===== config.mk =====
export PLATFORM = sky130hd
export DESIGN_NAME = saxi_reg_responder
export DESIGN_NICKNAME = d
export VERILOG_FILES = /design/src/rtl/saxi_reg_responder.sv
export SDC_FILE = /design/constraint.sdc
export NUM_CORES = 1
export LEC_CHECK = 0
export ABC_AREA = 1
export CAP_MARGIN = 20
export CORE_UTILIZATION = 46
export DETAILED_ROUTE_END_ITERATION = 8
export PLACE_DENSITY = 0.81
export SYNTH_ARGS = -nofsm -noshare
export SYNTH_HDL_FRONTEND = slang
export SYNTH_SLANG_ARGS = --single-unit

===== constraint.sdc =====
create_clock -name s_axi_aclk -period 1.75 [get_ports s_axi_aclk]
set_input_delay 0.525 -clock s_axi_aclk [delete_from_list [all_inputs] [get_ports s_axi_aclk]]
set_output_delay 0.525 -clock s_axi_aclk [all_outputs]
set_load 0.05 [all_outputs]

===== src/rtl/saxi_reg_responder.sv =====
// AXI4-Lite responder that turns AXI-Lite traffic into a single-beat register-file port.
// AW, W and AR each have a one-entry holding register. A single FSM serves one
// transaction at a time and alternates between writes and reads when both are pending.
module saxi_reg_responder #(
  parameter int unsigned S_AXI_TDATA_WIDTH = 64,
  parameter int unsigned S_AXI_ADDR_WIDTH  = 49,
  parameter logic [63:0] BASE_ADDR         = 64'h0000_0000,
  parameter int unsigned WIN_SIZE          = 12,
  parameter int unsigned READ_TIMEOUT      = 16
) (
  input  logic                           s_axi_aclk,
  input  logic                           s_axi_areset,
  // write address channel
  input  logic [S_AXI_ADDR_WIDTH-1:0]    s_axi_awaddr,
  input  logic [2:0]                     s_axi_awprot,
  input  logic                           s_axi_awvalid,
  output logic                           s_axi_awready,
  // write data channel
  input  logic [S_AXI_TDATA_WIDTH-1:0]   s_axi_wdata,
  input  logic [S_AXI_TDATA_WIDTH/8-1:0] s_axi_wstrb,
  input  logic                           s_axi_wvalid,
  output logic                           s_axi_wready,
  // write response channel
  output logic [1:0]                     s_axi_bresp,
  output logic                           s_axi_bvalid,
  input  logic                           s_axi_bready,
  // read address channel
  input  logic [S_AXI_ADDR_WIDTH-1:0]    s_axi_araddr,
  input  logic [2:0]                     s_axi_arprot,
  input  logic                           s_axi_arvalid,
  output logic                           s_axi_arready,
  // read data channel
  output logic [S_AXI_TDATA_WIDTH-1:0]   s_axi_rdata,
  output logic [1:0]                     s_axi_rresp,
  output logic                           s_axi_rvalid,
  input  logic                           s_axi_rready,
  // register-file port
  output logic                           reg_wr_en,
  output logic [WIN_SIZE-1:0]            reg_wr_addr,
  output logic [S_AXI_TDATA_WIDTH-1:0]   reg_wr_data,
  output logic [S_AXI_TDATA_WIDTH/8-1:0] reg_wr_strb,
  output logic                           reg_rd_en,
  output logic [WIN_SIZE-1:0]            reg_rd_addr,
  input  logic [S_AXI_TDATA_WIDTH-1:0]   reg_rd_data,
  input  logic                           reg_rd_valid
);

  localparam int unsigned StrbW = S_AXI_TDATA_WIDTH / 8;
  localparam int unsigned LsbW  = $clog2(StrbW);
  localparam logic [S_AXI_ADDR_WIDTH-1:0] BaseAddr = S_AXI_ADDR_WIDTH'(BASE_ADDR);
  localparam logic [7:0] TimeoutLast = 8'(READ_TIMEOUT - 1);

  localparam logic [1:0] RespOkay   = 2'b00;
  localparam logic [1:0] RespSlvErr = 2'b10;
  localparam logic [1:0] RespDecErr = 2'b11;

  typedef enum logic [2:0] {
    StIdle,
    StWrite,
    StReadWait,
    StWResp,
    StRResp
  } state_e;

  // Address is inside the window when all bits above the window size match the base.
  function automatic logic is_hit(input logic [S_AXI_ADDR_WIDTH-1:0] a);
    return a[S_AXI_ADDR_WIDTH-1:WIN_SIZE] == BaseAddr[S_AXI_ADDR_WIDTH-1:WIN_SIZE];
  endfunction

  // Byte offset inside the window, rounded down to a full data word.
  function automatic logic [WIN_SIZE-1:0] word_off(input logic [S_AXI_ADDR_WIDTH-1:0] a);
    logic [WIN_SIZE-1:0] o;
    o = a[WIN_SIZE-1:0];
    o[LsbW-1:0] = '0;
    return o;
  endfunction

  // Protection bits carry no meaning for this register window.
  logic unused_prot;
  assign unused_prot = ^{s_axi_awprot, s_axi_arprot};

  // Holding registers
  logic                          aw_full_q, aw_full_d;
  logic [S_AXI_ADDR_WIDTH-1:0]   aw_addr_q, aw_addr_d;
  logic                          w_full_q, w_full_d;
  logic [S_AXI_TDATA_WIDTH-1:0]  w_data_q, w_data_d;
  logic [StrbW-1:0]              w_strb_q, w_strb_d;
  logic                          ar_full_q, ar_full_d;
  logic [S_AXI_ADDR_WIDTH-1:0]   ar_addr_q, ar_addr_d;
  logic                          awready_q, wready_q, arready_q;

  // Service FSM and its output registers
  state_e                        state_q, state_d;
  logic                          last_wr_q, last_wr_d;
  logic [7:0]                    cnt_q, cnt_d;
  logic [WIN_SIZE-1:0]           wr_addr_q, wr_addr_d;
  logic [S_AXI_TDATA_WIDTH-1:0]  wr_data_q, wr_data_d;
  logic [StrbW-1:0]              wr_strb_q, wr_strb_d;
  logic [WIN_SIZE-1:0]           rd_addr_q, rd_addr_d;
  logic [1:0]                    bresp_q, bresp_d;
  logic [1:0]                    rresp_q, rresp_d;
  logic [S_AXI_TDATA_WIDTH-1:0]  rdata_q, rdata_d;

  logic grant_wr, grant_rd;
  logic aw_take, w_take, ar_take;

  assign aw_take = s_axi_awvalid & awready_q;
  assign w_take  = s_axi_wvalid & wready_q;
  assign ar_take = s_axi_arvalid & arready_q;

  // Holding-register next state: load on handshake, clear when the FSM consumes the entry.
  always_comb begin
    aw_full_d = aw_full_q;
    aw_addr_d = aw_addr_q;
    w_full_d  = w_full_q;
    w_data_d  = w_data_q;
    w_strb_d  = w_strb_q;
    ar_full_d = ar_full_q;
    ar_addr_d = ar_addr_q;
    if (aw_take) begin
      aw_full_d = 1'b1;
      aw_addr_d = s_axi_awaddr;
    end
    if (w_take) begin
      w_full_d = 1'b1;
      w_data_d = s_axi_wdata;
      w_strb_d = s_axi_wstrb;
    end
    if (ar_take) begin
      ar_full_d = 1'b1;
      ar_addr_d = s_axi_araddr;
    end
    // A take only happens while empty and a grant only while full, so these never collide.
    if (grant_wr) begin
      aw_full_d = 1'b0;
      w_full_d  = 1'b0;
    end
    if (grant_rd) begin
      ar_full_d = 1'b0;
    end
  end

  // FSM next state: arbitration, decode and response generation.
  always_comb begin
    state_d   = state_q;
    last_wr_d = last_wr_q;
    cnt_d     = cnt_q;
    wr_addr_d = wr_addr_q;
    wr_data_d = wr_data_q;
    wr_strb_d = wr_strb_q;
    rd_addr_d = rd_addr_q;
    bresp_d   = bresp_q;
    rresp_d   = rresp_q;
    rdata_d   = rdata_q;
    grant_wr  = 1'b0;
    grant_rd  = 1'b0;

    unique case (state_q)
      StIdle: begin
        // Under contention the type not granted last wins; after reset that is the write.
        if (aw_full_q && w_full_q && (!ar_full_q || !last_wr_q)) begin
          grant_wr = 1'b1;
        end else if (ar_full_q) begin
          grant_rd = 1'b1;
        end

        if (grant_wr) begin
          last_wr_d = 1'b1;
          if (is_hit(aw_addr_q)) begin
            wr_addr_d = word_off(aw_addr_q);
            wr_data_d = w_data_q;
            wr_strb_d = w_strb_q;
            state_d   = StWrite;
          end else begin
            bresp_d = RespDecErr;
            state_d = StWResp;
          end
        end else if (grant_rd) begin
          last_wr_d = 1'b0;
          if (is_hit(ar_addr_q)) begin
            rd_addr_d = word_off(ar_addr_q);
            cnt_d     = '0;
            state_d   = StReadWait;
          end else begin
            rresp_d = RespDecErr;
            rdata_d = '0;
            state_d = StRResp;
          end
        end
      end

      StWrite: begin
        bresp_d = RespOkay;
        state_d = StWResp;
      end

      StReadWait: begin
        cnt_d = cnt_q + 8'd1;
        // Data cannot be valid in the strobe cycle itself, so only look from cycle 1 on.
        if (reg_rd_valid && (cnt_q != 8'd0)) begin
          rdata_d = reg_rd_data;
          rresp_d = RespOkay;
          state_d = StRResp;
        end else if (cnt_q == TimeoutLast) begin
          rdata_d = '0;
          rresp_d = RespSlvErr;
          state_d = StRResp;
        end
      end

      StWResp: begin
        if (s_axi_bready) begin
          state_d = StIdle;
        end
      end

      StRResp: begin
        if (s_axi_rready) begin
          state_d = StIdle;
        end
      end

      default: begin
        state_d = StIdle;
      end
    endcase
  end

  // State registers with synchronous reset; readies track the next-cycle empty flags.
  always_ff @(posedge s_axi_aclk) begin
    if (s_axi_areset) begin
      aw_full_q <= 1'b0;
      aw_addr_q <= '0;
      w_full_q  <= 1'b0;
      w_data_q  <= '0;
      w_strb_q  <= '0;
      ar_full_q <= 1'b0;
      ar_addr_q <= '0;
      awready_q <= 1'b0;
      wready_q  <= 1'b0;
      arready_q <= 1'b0;
      state_q   <= StIdle;
      last_wr_q <= 1'b0;
      cnt_q     <= '0;
      wr_addr_q <= '0;
      wr_data_q <= '0;
      wr_strb_q <= '0;
      rd_addr_q <= '0;
      bresp_q   <= '0;
      rresp_q   <= '0;
      rdata_q   <= '0;
    end else begin
      aw_full_q <= aw_full_d;
      aw_addr_q <= aw_addr_d;
      w_full_q  <= w_full_d;
      w_data_q  <= w_data_d;
      w_strb_q  <= w_strb_d;
      ar_full_q <= ar_full_d;
      ar_addr_q <= ar_addr_d;
      awready_q <= ~aw_full_d;
      wready_q  <= ~w_full_d;
      arready_q <= ~ar_full_d;
      state_q   <= state_d;
      last_wr_q <= last_wr_d;
      cnt_q     <= cnt_d;
      wr_addr_q <= wr_addr_d;
      wr_data_q <= wr_data_d;
      wr_strb_q <= wr_strb_d;
      rd_addr_q <= rd_addr_d;
      bresp_q   <= bresp_d;
      rresp_q   <= rresp_d;
      rdata_q   <= rdata_d;
    end
  end

  assign s_axi_awready = awready_q;
  assign s_axi_wready  = wready_q;
  assign s_axi_arready = arready_q;

  assign s_axi_bvalid  = (state_q == StWResp);
  assign s_axi_bresp   = bresp_q;
  assign s_axi_rvalid  = (state_q == StRResp);
  assign s_axi_rresp   = rresp_q;
  assign s_axi_rdata   = rdata_q;

  assign reg_wr_en     = (state_q == StWrite);
  assign reg_wr_addr   = wr_addr_q;
  assign reg_wr_data   = wr_data_q;
  assign reg_wr_strb   = wr_strb_q;
  assign reg_rd_en     = (state_q == StReadWait) && (cnt_q == 8'd0);
  assign reg_rd_addr   = rd_addr_q;

endmodule


==> impl_metrics.py, run 1 <==
metrics = {
    "worst_setup_path": {
        "path_cells": "inv_2 > nor2_4 > nand2_4 > nor3_4 > buf_12",
        "startpoint_type": "register",
        "crit_family": "simple AND/OR/NAND/NOR gates",
        "critical_path_buf_inv_count": 2,
        "crit_type": "register to output pin",
        "critPathArrivalTime_ps": 1520,
        "crit_slowest_cell": "dfxtp_4",
        "critPathCaptureType": "output pin",
        "max_stage_delay_ps": 370,
        "cp.required_ps": 1220,
        "crit_fanout": 4,
    },
    "cts": {
        "cts_hold_repair.buffers": 0,
        "htreeDepth": 2,
        "tritoncts": "yes",
        "cts.clk_slew.worst_paths_ps": 60,
        "clock_tree.root_cell": "clkbuf_16",
        "clk_path_buf_depth": 3,
        "cts_buffers": 35,
        "clkSinkCount": 339,
        "worstSkewPairLatency_ps": 510,
    },
    "sta": {
        "period_share_pct": 117,
        "rsz0062_at_grt": "true",
        "clock-skew-final_ps": 10.0,
        "period_minus_slack_ps": 2040,
        "hold_violations": 0,
        "slew_viol_final": 0,
        "setup_violations": 68,
        "layout_setup_ws_ps": -292,
        "fmax_ghz": 0.490,
    },
    "power": {
        "switchingPower_mw": 8.38,
        "swShare_pct": 32.8,
        "p_per_area_mw_per_mm2": 1230,
        "p_total_mw": 25.5,
        "comb_power_share_pct": 34.4,
        "leakage_nw": 8.18,
        "p_int_mw": 17.1,
        "power.share.sequential_pct": 36.1,
        "clkPwrFrac_pct": 29.4,
        "ir_worst_vdd_v": 0.000713,
    },
    "yosys": {
        "synth-async-reset-ratio_pct": 0,
        "netlist_instances": 1758,
        "ys_ff_latch": 339,
        "yosysWarningCount": 0,
        "synth_area_mm2": 0.0131,
        "avgSynthCellArea_um2": 7.44,
        "synth_top_area_share_pct": 51.9,
        "yosysTopAreaCell": "dfxtp_1",
        "ys_top_cells_by_count": "425 x nor2_1, 339 x dfxtp_1, 250 x o21ai_0",
        "synth_ff_type": "dfxtp_1",
        "yosys-top-cells-area": "dfxtp_1 52%, nor2_1 12%, o21ai_0 9.6%, a21oi_1 7.0%, nand2_1 5.4%",
        "ys_seq_area_share_pct": 51.9,
        "yosysUniqueCellTypes": 27,
        "synth_edf_count": 0,
        "yosysMostFrequentCell": "nor2_1",
    },
    "placement": {
        "io_buffers": 400,
        "placed_area_mm2": 0.0187,
        "dp.final_hpwl_mm": 26.6,
        "dp_cells": 2482,
        "gp_congestion": 0.870,
    },
    "detailed_routing": {
        "vias": 13400,
        "first_iter_violations": 801,
        "viasPerCell": 5.21,
        "wl_mm": 41.6,
        "wire_per_inst_um": 16.1,
        "ant_nets": 0,
        "drtPass1Iterations": 5,
        "post-route-drc-count": 0,
    },
    "finish": {
        "final_cells": 2577,
        "stdcell_area_mm2": 0.0207,
        "layout-drive-gt1-share_pct": 19.7,
        "areaGrowthSynthToFinish_pct": 58.4,
        "nFillCells": 1861,
        "fin_nets": 2423,
    },
    "floorplanning": {
        "fp.dieW_um": 171,
        "io_pins": 419,
        "coreArea_mm2": 0.0279,
        "row_count": 61,
        "die_h_um": 171,
        "start_util_pct": 47.0,
        "dieArea_mm2": 0.0291,
    },
    "global_route": {
        "gr-total-overflow": 0,
        "grt_pass1_vias": 12200,
        "grt_pass1_wl_mm": 60.9,
        "grt_max_degree": 105,
        "grt_antenna_before_repair": 5,
        "grt_usage_pct": 26.1,
    },
    "worst_hold_path": {
        "min_path_type": "register to register",
    },
    "job": {
        "cap_violations": 0,
    },
    "run_status": {
        "run_status": "finished with violations",
        "violations": "negative setup slack",
    },
}
[routing by layer]
layer  track usage [%]  vias to the layer above  wire length, um
met2              45.3                      542            20400
met1              30.3                     6233            15900
met3              5.20                      166             2840
met5                 0                        -               25
li1                  -                     6471                -
met4              13.6                        4             2360
[final cells by class]
type | instances | area (um2) | area share, %
sequential | 339 | 6800 | 32.8
timing repair buffer | 501 | 6250 | 30.2
multi-input combinational | 1170 | 5550 | 26.8
clock buffer | 51 | 1020 | 4.91
inverter | 126 | 478 | 2.31
tap | 378 | 473 | 2.28
clock inverter | 9 | 141 | 0.682
antenna | 3 | 7.51 | 0.0362
[through the flow]
stage	setup WS [ps]	TNS [ps]	util, %	hold WS (ps)
2_1_floorplan	-91.2	-91.2	-	429
3_3_place_gp	-258	-16210	67.0	430
3_5_place_dp	-309	-22190	67.0	435
4_1_cts	-299	-4380	73.3	445
5_1_grt	-322	-13800	74.4	457
6_report	-292	-7600	74.4	443
[path summary, 6_finish.rpt]
check                                                   from                           end  slack, ps  depth (start not counted)
worst max-delay path                 state_q[1]$_SDFFE_PP0P_                     reg_rd_en       -290                          5
worst min-delay path            reg_wr_data[50]$_SDFFE_PP0P_  reg_wr_data[50]$_SDFFE_PP0P_        440                          2
worst max register to register       state_q[1]$_SDFFE_PP0P_   s_axi_rresp[0]$_SDFFE_PP0P_       -250                         13
worst min register to register  reg_wr_data[50]$_SDFFE_PP0P_  reg_wr_data[50]$_SDFFE_PP0P_        440                          2
[cells in the final DEF, fill, tap and decap left out, types with 12 or more instances in the layout]
cell             netlist  routed
nor2_1               425     413
dfxtp_1              339     331
clkdlybuf4s50_1        0     235
o21ai_0              250     217
nand2_1              188     180
a21oi_1              183     132
buf_12                 0     132
inv_1                114     112
buf_4                 23     111
nand3_1               90      84
a21oi_2                0      49
clkbuf_16              0      39
o21ai_1                3      35
buf_6                 13      12
[logic make-up (layout without fill, tap and decap cells)]
logic type / after synthesis / in the layout / share of synthesized area (%)
flip-flops: 339 / 339 / 51.9
buffers and inverters: 254 / 687 / 8.77
AND/OR/NAND/NOR: 724 / 724 / 22.3
AO/OA/AOI/OAI: 438 / 438 / 16.8
other: 1 / 9 / 0.0287
adder cells (fa/ha/maj): 2 / 2 / 0.191
[power groups by stage]
stage          sequential, mW  combinational, mW  clock (mW)
4_1_cts                  9.18               8.37        7.62
5_1_grt                  9.30               9.26        7.99
3_3_place_gp             9.24               7.25           0
2_1_floorplan            10.7               2.64           0
3_5_place_dp             9.28               7.40           0
6_report                 9.22               8.78        7.51
[timing repair]
| action | CTS | global route |
|---|---|---|
| buffers inserted | 16 | 7 |
| pin swaps | 10 | 6 |
| gates resized for setup | 79 | 75 |
| gates cloned | 6 | 4 |
| setup endpoints to repair | 79 | 146 |
[worst min-delay path: stages, from the launching register on]
cell and delay, ps:
dfxtp_1 310, inv_1 50, a21oi_1 50
[registers in the layout, indices dropped and copies added (netlist names)]
register	cells
reg_wr_data	64
s_axi_rdata	64
w_data_q	64
ar_addr_q	46
aw_addr_q	46
reg_rd_addr	9
reg_wr_addr	9
cnt_q	8
reg_wr_strb	8
w_strb_q	8
state_q	3
s_axi_rresp	2
ar_full_q	1
aw_full_q	1
last_wr_q	1
s_axi_arready	1
s_axi_awready	1
s_axi_bresp	1
s_axi_wready	1
w_full_q	1
(Power assumes the default switching activity.)
==> inputs of run 2 (changes only) <==
--- a/config.mk
+++ b/config.mk
@@ -7,6 +7,7 @@
 export LEC_CHECK = 0
 export ABC_AREA = 1
 export CAP_MARGIN = 20
+export CORE_MARGIN = 5
 export CORE_UTILIZATION = 46
 export DETAILED_ROUTE_END_ITERATION = 8
 export PLACE_DENSITY = 0.81
==> run 2 against run 1 <==
Against the previous run: the flow still finishes with violations (negative setup slack); fmax fell by 7.7%; utilization grew 9.5 points; combinational power up 23%; critical path depth rose by 11; register-to-register slack got worse by 210 ps; cell count grew 2.2%; via count rose by 15%; flip-flop and latch count did not move; count of clock-buffer cells in the layout shrank 7; first-iteration DRC count rose by 100%; critical endpoint is now s_axi_rdata[35]$_SDFFE_PP0P_.
==> impl_metrics.py, run 2 (synthesized netlist as in run 1, its figures left out) <==
metrics = {
    "run_status": {
        "run_status": "finished with violations",
        "violations": "negative setup slack",
    },
    "worst_setup_path": {
        "startpoint_type": "register",
        "critPathArrivalTime_ps": 2600,
        "rrSetupSlack_ps": -460,
        "r2r_end": "s_axi_rdata[35]$_SDFFE_PP0P_",
        "crit_fanout": 6,
        "crit_type": "register to register",
        "r2r_cells": 16,
        "critPathCaptureType": "register",
        "r2r_start": "state_q[0]$_SDFFE_PP0P_",
        "cp.required_ps": 2140,
    },
    "sta": {
        "rsz0062_at_grt": "true",
        "slew_viol_final": 0,
        "period_share_pct": 126,
        "layout_setup_ws_ps": -462,
        "fmax_ghz": 0.452,
        "hold_violations": 0,
        "setup_violations": 169,
        "period_minus_slack_ps": 2210,
        "clock-skew-final_ps": 26.5,
    },
    "detailed_routing": {
        "first_iter_violations": 1622,
        "drtPass1Iterations": 6,
        "wire_per_inst_um": 23.1,
        "post-route-drc-count": 0,
        "vias": 15400,
        "ant_nets": 0,
        "wl_mm": 60.9,
        "viasPerCell": 5.84,
    },
    "power": {
        "leakage_nw": 9.05,
        "p_per_area_mw_per_mm2": 1180,
        "ir_worst_vdd_v": 0.000687,
        "p_total_mw": 27.7,
    },
    "finish": {
        "final_cell_mix": "409 x nor2_1, 331 x dfxtp_1, 235 x clkdlybuf4s50_1",
        "multiInputGateArea_mm2": 0.00677,
        "fin_nets": 2479,
        "register_area_mm2": 0.00680,
        "nFillCells": 1299,
        "layout-drive-gt1-share_pct": 30.8,
        "areaGrowthSynthToFinish_pct": 79.0,
        "stdcell_area_mm2": 0.0234,
        "layout_commonest_cell": "nor2_1",
    },
    "cts": {
        "clock_tree.root_cell": "clkbuf_16",
        "tritoncts": "yes",
        "htreeDepth": 2,
        "cts.clk_slew.worst_paths_ps": 60,
        "clkSinkCount": 339,
        "worstSkewPairLatency_ps": 520,
        "cts_buffers": 35,
        "clk_path_buf_depth": 3,
        "cts_hold_repair.buffers": 0,
    },
    "floorplanning": {
        "row_count": 61,
        "dieArea_mm2": 0.0319,
        "coreArea_mm2": 0.0279,
        "fp.dieW_um": 179,
        "die_h_um": 179,
        "start_util_pct": 46.8,
        "io_pins": 419,
    },
    "global_route": {
        "grt_max_degree": 73,
        "grt_usage_pct": 28.9,
        "grt_antenna_before_repair": 2,
        "grt_pass1_wl_mm": 73.9,
        "grt_pass1_vias": 14100,
        "gr-total-overflow": 0,
    },
    "worst_hold_path": {
        "min_from": "ar_addr_q[23]$_SDFFE_PP0P_",
        "holdPathStages": 2,
        "min_path_type": "register to register",
        "hold_end": "ar_addr_q[23]$_SDFFE_PP0P_",
    },
    "placement": {
        "gp_congestion": 0.825,
        "dp.final_hpwl_mm": 28.8,
        "io_buffers": 400,
        "placed_area_mm2": 0.0190,
    },
    "job": {
        "cap_violations": 0,
    },
}
[run 2: changes by cell type in the layout (fill, tap and decap cells not counted), moves of 35 or more]
cell / delta
o21ai_0: -47
nand3_1: -39
a21oi_2: +54
o21ai_2: +47
buf_4: -35
a21oi_1: -64
buf_12: +42
[run 2: area by class of cell]
cell class | instances | share of cell area, %
Antenna cell | 6 | 0.0641
Sequential cell | 339 | 29.0
Tap cell | 378 | 2.02
Multi-Input combinational cell | 1172 | 28.9
Timing Repair Buffer | 555 | 33.1
Clock buffer | 44 | 4.14
Clock inverter | 14 | 0.678
Inverter | 126 | 2.07
[run 2: where the power goes]
part / internal (mW) / switching [mW]
logic: 5.18 / 5.60
clock network: 4.37 / 3.17
registers: 8.52 / 0.904
total: 18.1 / 9.67
[run 2: per-layer routing]
metal / wire length, um / GRT usage [%]
met5: 0 / 0
met4: 5280 / 16.0
met3: 5600 / 5.46
met2: 29200 / 51.4
met1: 20800 / 32.6
[run 2: stage by stage]
stage | hold WS [ps] | setup TNS, ps | utilization (%) | setup WS (ps) | cells
after floorplan | 429 | -91.2 | - | -91.2 | 1763
after global placement | 432 | -30840 | 68.1 | -305 | 2475
after detailed placement | 436 | -41320 | 68.1 | -362 | 2475
after CTS | 445 | -29450 | 77.1 | -303 | 2583
after global routing | 475 | -49570 | 83.8 | -499 | 2630
final | 451 | -36630 | 83.9 | -462 | 2634
[run 2: timing repair]
| item | in CTS | in global routing |
|---|---|---|
| gates cloned | 24 | 23 |
| pin swaps | 20 | 107 |
| gates resized for setup | 158 | 374 |
| buffers inserted | 27 | 36 |
| endpoints found under the setup margin | 92 | 175 |
[run 2: critical path, cell delays in order (launching register included)]
cell and delay (ps):
dfxtp_2 330, buf_6 120, nor2_4 90, inv_2 50
buf_6 110, nor2_4 170, nand3_2 120, nand2_2 100
inv_2 40, nand2_4 70, nor2_4 60, buf_12 170
buf_12 130, buf_16 140, nand3_2 60, nand2_1 50
nor2_1 260
[run 2: worst max path at each step]
stage | from | end | depth (start not counted)
final | state_q[0]$_SDFFE_PP0P_ | s_axi_rdata[35]$_SDFFE_PP0P_ | 16
after global routing | state_q[0]$_SDFFE_PP0P_ | s_axi_rdata[35]$_SDFFE_PP0P_ | 16
after CTS | cnt_q[0]$_SDFFE_PP0P_ | reg_rd_en | 6
after detailed placement | s_axi_rready | s_axi_rdata[59]$_SDFFE_PP0P_ | 11
after global placement | s_axi_rready | s_axi_rdata[30]$_SDFFE_PP0P_ | 11
after floorplan | state_q[1]$_SDFFE_PP0P_ | reg_rd_en | 4
==> inputs of run 3 (changes only) <==
--- a/config.mk
+++ b/config.mk
@@ -8,9 +8,9 @@
 export ABC_AREA = 1
 export CAP_MARGIN = 20
 export CORE_MARGIN = 5
-export CORE_UTILIZATION = 46
+export CORE_UTILIZATION = 42
 export DETAILED_ROUTE_END_ITERATION = 8
-export PLACE_DENSITY = 0.81
+export PLACE_DENSITY = 0.78
 export SYNTH_ARGS = -nofsm -noshare
 export SYNTH_HDL_FRONTEND = slang
 export SYNTH_SLANG_ARGS = --single-unit
==> constraint.sdc (replaced) <==
create_clock -name s_axi_aclk -period 2 [get_ports s_axi_aclk]
set_input_delay 0.6 -clock s_axi_aclk [delete_from_list [all_inputs] [get_ports s_axi_aclk]]
set_output_delay 0.6 -clock s_axi_aclk [all_outputs]
set_load 0.05 [all_outputs]
==> run 3 against run 2 <==
Against the previous run: the flow still finishes with violations (negative setup slack); via count fell by 17%; die area rose by 9.0%; combinational power fell by 47%; design area fell by 20%; count of clock-buffer cells in the layout rose by 3; sequential share of layout area rose by 7.3 points; routed wire length fell by 36%; critical path depth fell by 11; worst hold slack got worse by 9.0 ps; critical endpoint is now reg_rd_en; largest cell class is now sequential cells; highest routed layer is now met5.
==> impl_metrics.py, run 3 (synthesized netlist as in run 1, its figures left out) <==
metrics = {
    "run_status": {
        "run_status": "finished with violations",
        "violations": "negative setup slack",
    },
    "cts": {
        "cts_hold_repair.buffers": 0,
        "clkSinkCount": 339,
        "cts.clk_slew.worst_paths_ps": 60,
        "clock_tree.root_cell": "clkbuf_16",
        "clk_path_buf_depth": 3,
        "worstSkewPairLatency_ps": 520,
        "tritoncts": "yes",
        "cts_buffers": 37,
        "htreeDepth": 2,
    },
    "worst_setup_path": {
        "crit_type": "register to output pin",
        "critPathCaptureType": "output pin",
        "startpoint_type": "register",
        "critPathArrivalTime_ps": 1500,
        "rrSetupSlack_ps": 20,
        "crit_fanout": 2,
        "cp.required_ps": 1400,
    },
    "detailed_routing": {
        "wire_per_inst_um": 15.1,
        "viasPerCell": 4.96,
        "drtPass1Iterations": 5,
        "vias": 12700,
        "post-route-drc-count": 0,
        "ant_nets": 0,
        "wl_mm": 38.7,
        "first_iter_violations": 817,
    },
    "sta": {
        "clock-skew-final_ps": 14.7,
        "setup_violations": 2,
        "fmax_ghz": 0.477,
        "slew_viol_final": 0,
        "rsz0062_at_grt": "true",
        "hold_violations": 0,
        "period_share_pct": 105,
        "period_minus_slack_ps": 2100,
        "layout_setup_ws_ps": -97.9,
    },
    "finish": {
        "final_cell_mix": "421 x nor2_1, 332 x dfxtp_1, 249 x o21ai_0",
        "nFillCells": 2624,
        "stdcell_area_mm2": 0.0187,
        "final_cells": 2562,
        "fin_nets": 2383,
        "layout-drive-gt1-share_pct": 15.4,
        "layout_commonest_cell": "nor2_1",
        "areaGrowthSynthToFinish_pct": 42.9,
    },
    "job": {
        "cap_violations": 0,
    },
    "global_route": {
        "gr-total-overflow": 0,
        "grt_pass1_vias": 12100,
        "grt_pass1_wl_mm": 61.6,
        "grt_max_degree": 98,
        "grt_antenna_before_repair": 6,
        "grt_usage_pct": 20.9,
    },
    "placement": {
        "preCtsSetupSlack_ps": -155,
        "io_buffers": 400,
        "dp_cells": 2483,
        "placed_area_mm2": 0.0173,
        "dp.final_hpwl_mm": 27.5,
        "gp_congestion": 0.877,
    },
    "floorplanning": {
        "io_pins": 419,
        "die_h_um": 187,
        "dieArea_mm2": 0.0348,
        "fp.dieW_um": 187,
        "coreArea_mm2": 0.0307,
        "start_util_pct": 42.7,
        "row_count": 64,
    },
    "power": {
        "leakage_nw": 7.57,
        "ir_worst_vdd_v": 0.000530,
        "p_total_mw": 20.5,
        "p_per_area_mw_per_mm2": 1090,
    },
    "worst_hold_path": {
        "min_path_type": "register to register",
    },
}
run 3: layout make-up:
cell class,count,area (um2),area share (%)
flip-flops and latches,339,6800,36.4
inverters,126,483,2.58
clock buffers,47,1030,5.53
clock inverters,21,231,1.24
multi-input cells,1170,5260,28.1
well taps,396,495,2.65
diodes,4,10.0,0.0535
repair buffers,459,4380,23.4
run 3: worst max-delay path, stage by stage (launching register included):
cell,delay (ps)
dfxtp_4,350
inv_4,60
ha_4,130
nand2_4,50
nor3_4,230
buf_12,170
run 3: power by group:
part | switching (mW) | internal, mW
clock network | 2.84 | 4.10
registers | 0.373 | 7.45
logic | 3.55 | 2.14
run 3: path summary, 6_finish.rpt:
check / endpoint / from / depth (start not counted)
hold reg to reg: reg_wr_data[19]$_SDFFE_PP0P_ / reg_wr_data[19]$_SDFFE_PP0P_ / 2
setup / recovery: reg_rd_en / cnt_q[0]$_SDFFE_PP0P_ / 5
hold / removal: reg_wr_data[19]$_SDFFE_PP0P_ / reg_wr_data[19]$_SDFFE_PP0P_ / 2
setup reg to reg: s_axi_rdata[31]$_SDFFE_PP0P_ / cnt_q[0]$_SDFFE_PP0P_ / 13
run 3: what timing repair did:
item / in CTS / in global routing
setup buffers: 6 / 1
gates resized for setup: 23 / 8
hold endpoints to repair: 0 / 0
pin swaps: 5 / 3
gates cloned: 0 / 0
endpoints found under the setup margin: 4 / 54
run 3: through the flow:
| step | setup TNS [ps] | util, % | hold WS, ps |
|---|---|---|---|
| final | -101 | 61.0 | 442 |
| after CTS | -128 | 60.9 | 444 |
| after floorplan | 0 | - | 429 |
| after global routing | -3990 | 61.0 | 454 |
| after detailed placement | -6630 | 56.4 | 435 |
| after global placement | -5510 | 56.4 | 431 |
run 3: per-layer routing:
layer	vias up	wire length (um)	global-route usage, %
met5	-	25	0
met4	4	1740	9.36
met3	117	2290	3.92
met2	431	19100	35.6
met1	5770	15500	25.9
li1	6380	-	-
